## src/rtl/arch_defs_pkg.sv

```systemverilog
// SAP-2 architecture definitions: opcode constants, fetch FSM states and
// the opcode -> instruction length decode used by the fetch unit.
package arch_defs_pkg;

    localparam logic [15:0] RESET_VECTOR_DEF = 16'hF000;

    localparam logic [7:0] OP_NOP    = 8'h00;
    localparam logic [7:0] OP_MOV_AB = 8'h78;
    localparam logic [7:0] OP_HLT    = 8'h76;
    localparam logic [7:0] OP_RET    = 8'hC9;
    localparam logic [7:0] OP_LDI_A  = 8'h3E;
    localparam logic [7:0] OP_ANI    = 8'hE6;
    localparam logic [7:0] OP_ORI    = 8'hF6;
    localparam logic [7:0] OP_XRI    = 8'hEE;
    localparam logic [7:0] OP_IN     = 8'hDB;
    localparam logic [7:0] OP_OUT    = 8'hD3;
    localparam logic [7:0] OP_LDA    = 8'h3A;
    localparam logic [7:0] OP_STA    = 8'h32;
    localparam logic [7:0] OP_JMP    = 8'hC3;
    localparam logic [7:0] OP_CALL   = 8'hCD;

    typedef enum logic [3:0] {
        IDLE   = 4'd0,
        REQ_OP = 4'd1,
        CAP_OP = 4'd2,
        REQ_B2 = 4'd3,
        CAP_B2 = 4'd4,
        REQ_B3 = 4'd5,
        CAP_B3 = 4'd6,
        VALID  = 4'd7
    } ifu_state_t;

    // Anything not listed decodes as a single-byte instruction.
    function automatic logic [1:0] instr_length(input logic [7:0] op);
        case (op)
            OP_LDI_A, OP_ANI, OP_ORI, OP_XRI, OP_IN, OP_OUT: instr_length = 2'd2;
            OP_LDA, OP_STA, OP_JMP, OP_CALL:                 instr_length = 2'd3;
            default:                                         instr_length = 2'd1;
        endcase
    endfunction

endpackage

```

## src/rtl/ifu_prefetch_buf.sv

```systemverilog
// One-byte opcode prefetch buffer with valid bit; flush has priority over write.
module ifu_prefetch_buf #(
    parameter int DATA_WIDTH = 8
) (
    input  logic                  clk,
    input  logic                  reset,
    input  logic                  flush,
    input  logic                  wr_en,
    input  logic [DATA_WIDTH-1:0] wr_data,
    output logic                  valid,
    output logic [DATA_WIDTH-1:0] data
);

    logic                  valid_q, valid_d;
    logic [DATA_WIDTH-1:0] data_q, data_d;

    always_comb begin
        valid_d = valid_q;
        data_d  = data_q;
        if (wr_en) begin
            valid_d = 1'b1;
            data_d  = wr_data;
        end
        if (flush) valid_d = 1'b0;
    end

    always_ff @(posedge clk) begin
        if (!reset) begin
            valid_q <= 1'b0;
            data_q  <= '0;
        end else begin
            valid_q <= valid_d;
            data_q  <= data_d;
        end
    end

    assign valid = valid_q;
    assign data  = data_q;

endmodule

```

## src/rtl/instr_fetch_unit.sv

```systemverilog
// SAP-2 instruction fetch: byte-serial fetch/assembly with valid/ready output,
// PC redirect and halt. Define IFU_PREFETCH_EN for the one-byte opcode prefetch.
module instr_fetch_unit
    import arch_defs_pkg::*;
#(
    parameter int                    ADDR_WIDTH   = 16,
    parameter int                    DATA_WIDTH   = 8,
    parameter logic [ADDR_WIDTH-1:0] RESET_VECTOR = RESET_VECTOR_DEF
) (
    input  logic                  clk,
    input  logic                  reset,
    output logic [ADDR_WIDTH-1:0] mem_addr,
    output logic                  mem_rd,
    input  logic [DATA_WIDTH-1:0] mem_rdata,
    output logic                  instr_valid,
    input  logic                  instr_ready,
    output logic [DATA_WIDTH-1:0] opcode,
    output logic [15:0]           operand,
    output logic [ADDR_WIDTH-1:0] instr_pc,
    output logic [ADDR_WIDTH-1:0] pc_out,
    input  logic                  pc_load,
    input  logic [ADDR_WIDTH-1:0] pc_load_value,
    input  logic                  halt
);

    ifu_state_t            state_q, state_d;
    logic [ADDR_WIDTH-1:0] pc_q, pc_d;
    logic [ADDR_WIDTH-1:0] instr_pc_q, instr_pc_d;
    logic [DATA_WIDTH-1:0] opcode_q, opcode_d;
    logic [15:0]           operand_q, operand_d;

    logic                  pf_issue, pf_hit, use_buf;
    logic [DATA_WIDTH-1:0] pf_data;
    logic [DATA_WIDTH-1:0] op_byte;

`ifdef IFU_PREFETCH_EN
    logic pf_pend_q, pf_pend_d;
    logic use_buf_q, use_buf_d;
    logic pf_valid, pf_flush;

    // A stalled VALID state spends its idle memory port on the next opcode.
    assign pf_issue = (state_q == VALID) && !instr_ready && !halt && !pc_load
                      && !pf_valid && !pf_pend_q;
    assign pf_hit   = pf_valid || pf_pend_q;
    assign pf_flush = pc_load || halt || ((state_q == CAP_OP) && use_buf_q);
    assign use_buf  = use_buf_q;

    always_comb begin
        pf_pend_d = pf_issue;
        use_buf_d = (state_q == VALID) && instr_ready && pf_hit && !halt && !pc_load;
    end

    ifu_prefetch_buf #(.DATA_WIDTH(DATA_WIDTH)) u_pf_buf (
        .clk     (clk),
        .reset   (reset),
        .flush   (pf_flush),
        .wr_en   (pf_pend_q),
        .wr_data (mem_rdata),
        .valid   (pf_valid),
        .data    (pf_data)
    );

    always_ff @(posedge clk) begin
        if (!reset) begin
            pf_pend_q <= 1'b0;
            use_buf_q <= 1'b0;
        end else begin
            pf_pend_q <= pf_pend_d;
            use_buf_q <= use_buf_d;
        end
    end
`else
    assign pf_issue = 1'b0;
    assign pf_hit   = 1'b0;
    assign use_buf  = 1'b0;
    assign pf_data  = '0;
`endif

    assign op_byte = use_buf ? pf_data : mem_rdata;

    always_comb begin
        state_d    = state_q;
        pc_d       = pc_q;
        instr_pc_d = instr_pc_q;
        opcode_d   = opcode_q;
        operand_d  = operand_q;
        case (state_q)
            IDLE:   if (!halt) state_d = REQ_OP;
            REQ_OP: state_d = CAP_OP;
            CAP_OP: begin
                opcode_d   = op_byte;
                instr_pc_d = pc_q;
                pc_d       = pc_q + ADDR_WIDTH'(1);
                operand_d  = '0;
                state_d    = (instr_length(op_byte[7:0]) == 2'd1) ? VALID : REQ_B2;
            end
            REQ_B2: state_d = CAP_B2;
            CAP_B2: begin
                operand_d[7:0] = mem_rdata[7:0];
                pc_d           = pc_q + ADDR_WIDTH'(1);
                state_d        = (instr_length(opcode_q[7:0]) == 2'd2) ? VALID : REQ_B3;
            end
            REQ_B3: state_d = CAP_B3;
            CAP_B3: begin
                operand_d[15:8] = mem_rdata[7:0];
                pc_d            = pc_q + ADDR_WIDTH'(1);
                state_d         = VALID;
            end
            VALID: begin
                if (instr_ready) begin
                    if (halt)        state_d = IDLE;
                    else if (pf_hit) state_d = CAP_OP;
                    else             state_d = REQ_OP;
                end
            end
            default: state_d = REQ_OP;
        endcase
        // Redirect wins over everything; any partly assembled instruction is dropped.
        if (pc_load) begin
            pc_d    = pc_load_value;
            state_d = REQ_OP;
        end
    end

    always_ff @(posedge clk) begin
        if (!reset) begin
            state_q    <= REQ_OP;
            pc_q       <= RESET_VECTOR;
            instr_pc_q <= RESET_VECTOR;
            opcode_q   <= '0;
            operand_q  <= '0;
        end else begin
            state_q    <= state_d;
            pc_q       <= pc_d;
            instr_pc_q <= instr_pc_d;
            opcode_q   <= opcode_d;
            operand_q  <= operand_d;
        end
    end

    // Reset state is REQ_OP, so the strobe is gated to stay low while reset is held.
    assign mem_rd      = reset && ((state_q inside {REQ_OP, REQ_B2, REQ_B3}) || pf_issue);
    assign mem_addr    = pc_q;
    assign pc_out      = pc_q;
    assign instr_valid = (state_q == VALID);
    assign opcode      = opcode_q;
    assign operand     = operand_q;
    assign instr_pc    = instr_pc_q;

endmodule

```

## config.mk

```make
export PLATFORM = sky130hd
export DESIGN_NAME = instr_fetch_unit
export DESIGN_NICKNAME = d
export VERILOG_FILES = /design/src/rtl/arch_defs_pkg.sv /design/src/rtl/ifu_prefetch_buf.sv /design/src/rtl/instr_fetch_unit.sv
export SDC_FILE = /design/constraint.sdc
export NUM_CORES = 1
export LEC_CHECK = 0
export CORE_MARGIN = 1
export CORE_UTILIZATION = 30
export CTS_CLUSTER_DIAMETER = 200
export DETAILED_ROUTE_END_ITERATION = 8
export GPL_ROUTABILITY_DRIVEN = 0
export HOLD_SLACK_MARGIN = 0.1
export SLEW_MARGIN = 0
export SYNTH_ARGS = -nofsm -noshare
export SYNTH_HDL_FRONTEND = slang
export SYNTH_HIERARCHICAL = 1
export SYNTH_SLANG_ARGS = --single-unit
```

## constraint.sdc

```tcl
create_clock -name clk -period 1.48 [get_ports clk]
set_input_delay 0.296 -clock clk [delete_from_list [all_inputs] [get_ports clk]]
set_output_delay 0.296 -clock clk [all_outputs]
set_load 0.01 [all_outputs]
```

* Word-level counts from Yosys, hierarchy flattened
Index checks and enable logic that the tools add are counted.
** Cells by class
- Reduce and logical (&&, ||, !) cells :: 13
- Add/sub/neg operators :: 1
- Equality and inequality tests :: 31
- Multiplexer cells :: 14
- Bitwise gates (word level) :: 1
** Operator list (count)
- 8-bit == test, second input constant :: 14
- 8-bit by 6-bit == test with 1-bit output, second input constant :: 6
- 16-bit two-way mux :: 2
- 4-bit one-hot mux with 8 select lines :: 1
- 8-bit one-hot mux with 2 select lines :: 2
- 16-bit by 1-bit adder with 16-bit output, second input constant :: 1
- 4-bit by 3-bit == test with 1-bit output, second input constant :: 4
- 6-bit OR reduction :: 2
- 4-bit by 2-bit == test with 1-bit output, second input constant :: 2
- 4-bit two-way mux :: 2
- 2-bit one-hot mux with 2 select lines :: 2
- 4-bit OR reduction :: 2
- 2-bit two-way mux :: 3
- 2-bit nonzero test :: 3
- 4-bit by 1-bit == test with 1-bit output, second input constant :: 1
- 4-bit logical NOT :: 1
- 3-bit two-way mux :: 1
- 3-bit nonzero test :: 1
- 3-bit OR reduction :: 1
- 2-bit by 1-bit == test with 1-bit output, second input constant :: 1
- 2-bit == test, second input constant :: 1
- 2-bit by 1-bit != test with 1-bit output, second input constant :: 1
- 2-bit != test, second input constant :: 1
- 2-bit AND reduction :: 1
- 4 further kinds :: 4
** Storage, ports and cells
- Input port bits :: 29
- Flip-flop bits (word level) :: 60

* Logic depth before layout (Yosys ltp)
- Depth in word-level cells :: 7
- Mapped depth :: 7

* Least setup slack after synthesis
Ideal clock, no wire load.
- Kind :: reg2reg
- From :: reg pc_q[0] (netlist: mem_addr[0])
- To :: reg pc_q[10] (netlist: mem_addr[10])
- Stages on the path, launching flop included :: 6
- Data required time :: 1406 ps
- Path slack :: -199 ps
- Arrival :: 1604 ps
- Cells stage by stage :: dfxtp_1 ha_1 inv_1 or3_4 or3_1 a31oi_1
** Between the ends
- Longest elaborated chain between the ends :: 3
** RTL lines
- start, declared :: line instr_fetch_unit.sv:27 : logic [ADDR_WIDTH-1:0] pc_q, pc_d;
- start signal, assigned :: line instr_fetch_unit.sv:134 : pc_q <= pc_d;
- 16-bit by 1-bit adder with 16-bit output :: line instr_fetch_unit.sv:93, instr_fetch_unit.sv:100, instr_fetch_unit.sv:106
- 16-bit two-way mux
- 16-bit two-way mux :: line instr_fetch_unit.sv:119 : if (pc_load) begin
No other way between the ends. The select of a mux whose other input is x is not followed.
A chain may end at the register's enable or synchronous reset.

* Worst setup path after layout
- From :: reg state_q[0]
- To :: reg pc_q[10] (netlist: mem_addr[10])
** Between the ends
- Longest elaborated chain between the ends :: 3
** RTL lines
- start, declared :: line instr_fetch_unit.sv:26 : ifu_state_t state_q, state_d;
- start signal, assigned :: line instr_fetch_unit.sv:133 : state_q <= state_d;
- 4-bit by 3-bit == test with 1-bit output or 4-bit by 2-bit == test with 1-bit output (tied branches) :: line instr_fetch_unit.sv:87 : case (state_q)
- 3-bit OR reduction (no source line) *
- 2-bit nonzero test (no source line) *
Mark *: on every way between the ends. The rest lies on a longest branch, timed or not.

==> flow_metrics.py <==
metrics = {
    "power_and_ir_drop": {
        "ir_worst_vdd_mv": 0.379,
        "sequentialPowerShare_pct": 44.2,
        "p_sw_uw": 964,
        "p_leak_uw": 0.00184,
        "clkPwrFrac_pct": 40.8,
        "p_sw_share_pct": 25.0,
        "pwr-share-comb_pct": 15.0,
        "p_per_area_nw_per_um2": 893,
        "power_uw": 3860,
        "power_report.internal_total_uw": 2890,
    },
    "cells_and_area": {
        "nets": 506,
        "final_cell_mix": "dlygate4sd2_1, nand2_1, buf_4",
        "layout_commonest_cell": "dlygate4sd2_1",
        "antenna_cells": 0,
        "fin_area_um2": 4320,
        "drive_gt1_share_pct": 20.0,
        "fin_cells": 588,
        "syn_to_final_growth_pct": 53.5,
    },
    "worst_setup_path": {
        "cp_cell_sequence": "o21bai_4 > or3_4 > or3_1 > a31oi_1",
        "endpoint_kind": "register",
        "cpPeakStageDelay_ps": 380,
        "required_ps": 1740,
        "critPathSlowestCell": "or3_4",
        "crit_fanout": 5,
        "path_class": "register to register",
        "worstSetupStartpointType": "register",
        "crit_arrival_ps": 1710,
    },
    "floorplanning": {
        "initial_utilization_pct": 31.6,
        "fp.dieW_um": 98.9,
        "die_h_um": 98.9,
        "core_area_um2": 8890,
        "ios": 103,
        "rows": 34,
        "fp.dieArea_um2": 9770,
    },
    "synth": {
        "syn_nets": 384,
        "synth_area_per_cell_um2": 7.95,
        "synth_adder_area_share_pct": 0.445,
        "synth_top_family_by_area": "simple AND/OR/NAND/NOR gates",
        "synth-simple-area-share_pct": 24.2,
        "synth_seq_area_share_pct": 42.0,
        "syn_area_um2": 2810,
        "ys_ff_latch": 59,
        "yosysWarnings": 6,
        "netlist_instances": 354,
        "synthXorXnorAreaFrac_pct": 2.49,
        "yosys-mux-area-fraction_pct": 0.711,
        "ys_types": 49,
        "synth_compound_area_share_pct": 21.5,
    },
    "flow_run": {
        "max_cap_viol_count": 0,
    },
    "clock_network": {
        "cts_tree": "built",
        "cts-root-buf": "clkbuf_8",
        "cts_sinks": 59,
        "clockBufferDepth": 2,
        "post_cts_buffers": 0,
        "postCtsHoldBufs": 0,
        "path_clk_slew_ps": 60,
        "insertion_delay_ps": 340,
        "htree_levels": 3,
        "cts_buffers": 9,
    },
    "global_route": {
        "grt_pass1_wl_mm": 14.2,
        "grt_antenna_before_repair": 0,
        "grt_use_total_pct": 18.5,
        "grt_pass1_vias": 2809,
        "overflow": 0,
        "grt_max_degree": 25,
    },
    "placement": {
        "dpl-instance-area_um2": 4150,
        "dp_hpwl_mm": 6.43,
        "dp_cells": 573,
        "io_buffers": 102,
    },
    "sta": {
        "max_clock_freq_mhz": 688,
        "maxSlewViolCount": 0,
        "period_minus_slack_ps": 1450,
        "setup_viol": 0,
        "post-route-period-util_pct": 98.2,
        "rsz0062_at_grt": "true",
        "relSlewSlack_pct": 75.9,
        "hold_ws_ps": 450,
        "worstMarginPinSlew_ps": 353,
        "hold_violations": 0,
        "skew_ps": 8.36,
    },
    "route": {
        "vias": 2961,
        "first_iter_violations": 102,
        "routed_via_density": 5.04,
        "wirelength_mm": 8.79,
        "drtAntennaViolNets": 0,
        "wl_per_cell_um": 14.9,
        "dr.pass1.iters": 6,
        "route.detailed.drc": 0,
    },
    "worst_hold_path": {
        "hp-class": "register to register",
    },
    "status": {
        "status": "finished clean",
    },
}
## critical path: cells and delay by family (launching register included)
family,cells,cell delay (ps)
flops,1,340
compound gates,2,360
simple gates,2,680
## cells in the mapped netlist, drive strengths merged
| library cell | instances | area share, % |
|---|---|---|
| a2111oi | 1 | 0.31 |
| a211o | 1 | 0.31 |
| a211oi | 2 | 0.53 |
| a21boi | 2 | 0.53 |
| a21o | 1 | 0.27 |
| a21oi | 38 | 6.8 |
| a22o | 1 | 0.31 |
| a22oi | 8 | 2.1 |
| a2bb2oi | 8 | 2.5 |
| a311oi | 2 | 0.62 |
| a31o | 1 | 0.31 |
| a31oi | 5 | 1.1 |
| and3 | 2 | 0.44 |
| and3b | 1 | 0.31 |
| and4 | 1 | 0.31 |
| buf | 23 | 5.5 |
| clkbuf | 15 | 2.0 |
| clkinv | 3 | 0.40 |
| dfxtp | 59 | 42 |
| ha | 1 | 0.44 |
| inv | 6 | 0.80 |
| mux2i | 2 | 0.71 |
| nand2 | 72 | 9.6 |
| nand2b | 2 | 0.44 |
| nand3 | 17 | 3.0 |
| nand3b | 1 | 0.27 |
| nand4 | 7 | 2.1 |
| nor2 | 21 | 2.8 |
| nor2b | 3 | 0.67 |
| nor3 | 9 | 1.6 |
| nor4 | 5 | 1.6 |
| nor4bb | 1 | 0.36 |
| o2111ai | 1 | 0.31 |
| o21a | 1 | 0.27 |
| o21ai | 14 | 2.5 |
| o21ba | 1 | 0.36 |
| o21bai | 1 | 0.67 |
| o311a | 2 | 0.71 |
| o31a | 1 | 0.31 |
| o32a | 1 | 0.36 |
| o41ai | 1 | 0.31 |
| or3 | 2 | 0.62 |
| xnor2 | 6 | 1.9 |
| xor2 | 2 | 0.62 |
## what timing repair did
action	CTS	global route
resized for setup	100	6
endpoints found under the setup margin	116	20
pin swaps	0	1
## power by group through the flow
| stage | Clock (µW) | Combinational (µW) | Sequential [µW] |
|---|---|---|---|
| after global placement | 0 | 626 | 1740 |
| final | 1570 | 578 | 1700 |
| after detailed placement | 0 | 630 | 1740 |
| after CTS | 1610 | 577 | 1710 |
| after floorplan | 0 | 259 | 1760 |
| after global routing | 1690 | 626 | 1710 |
## metal layers
metal	up-vias	global-route usage (%)	wire length, µm	share of wire (%)
met5	-	0	0	0
met4	0	5.97	111	1.3
met3	12	5.25	559	6.4
met2	90	31.1	4180	48
met1	1382	22.7	3930	45
li1	1477	-	-	-
## state kept, by name (all words and copies together), names as in the netlist
register  cells
operand      16
opcode        8
mem_addr     16
state_q       3
instr_pc     16
## final cells by class
class / count / area, µm²
timing repair buffer: 149 / 1290
tap: 108 / 135
inverter: 9 / 35.0
sequential: 59 / 1220
fill: 913 / 4570
clock inverter: 1 / 30.0
clock buffer: 14 / 183
multi-input combinational: 248 / 1430
## metrics by stage
step	worst slack, ps	utilization, %	TNS (ps)
global route	-36.1	48.6	-67.6
CTS	5.52	48.3	0
global placement	-418	46.7	-12700
detailed placement	-432	46.7	-14980
floorplan	12.7	-	0
finish	26.8	48.6	0
## final timing paths
kind / slack [ps] / end / startpoint / cells past startpoint
setup / recovery: 30 / mem_addr[10] / state_q[0] / 4
hold / removal: 450 / instr_pc[9] / instr_pc[9] / 2
setup reg to reg: 30 / mem_addr[10] / state_q[0] / 4
hold reg to reg: 450 / instr_pc[9] / instr_pc[9] / 2
## kinds of logic (layout without fill, tap and decap cells)
kind of cell             after synthesis  in the layout
multiplexers                           2              2
AO/OA/AOI/OAI                         93             93
XOR/XNOR                               8              8
buffers and inverters                 47            173
adder cells (fa/ha/maj)                1              1
AND/OR/NAND/NOR                      144            144
flip-flops                            59             59
(Power assumes the default switching activity.)
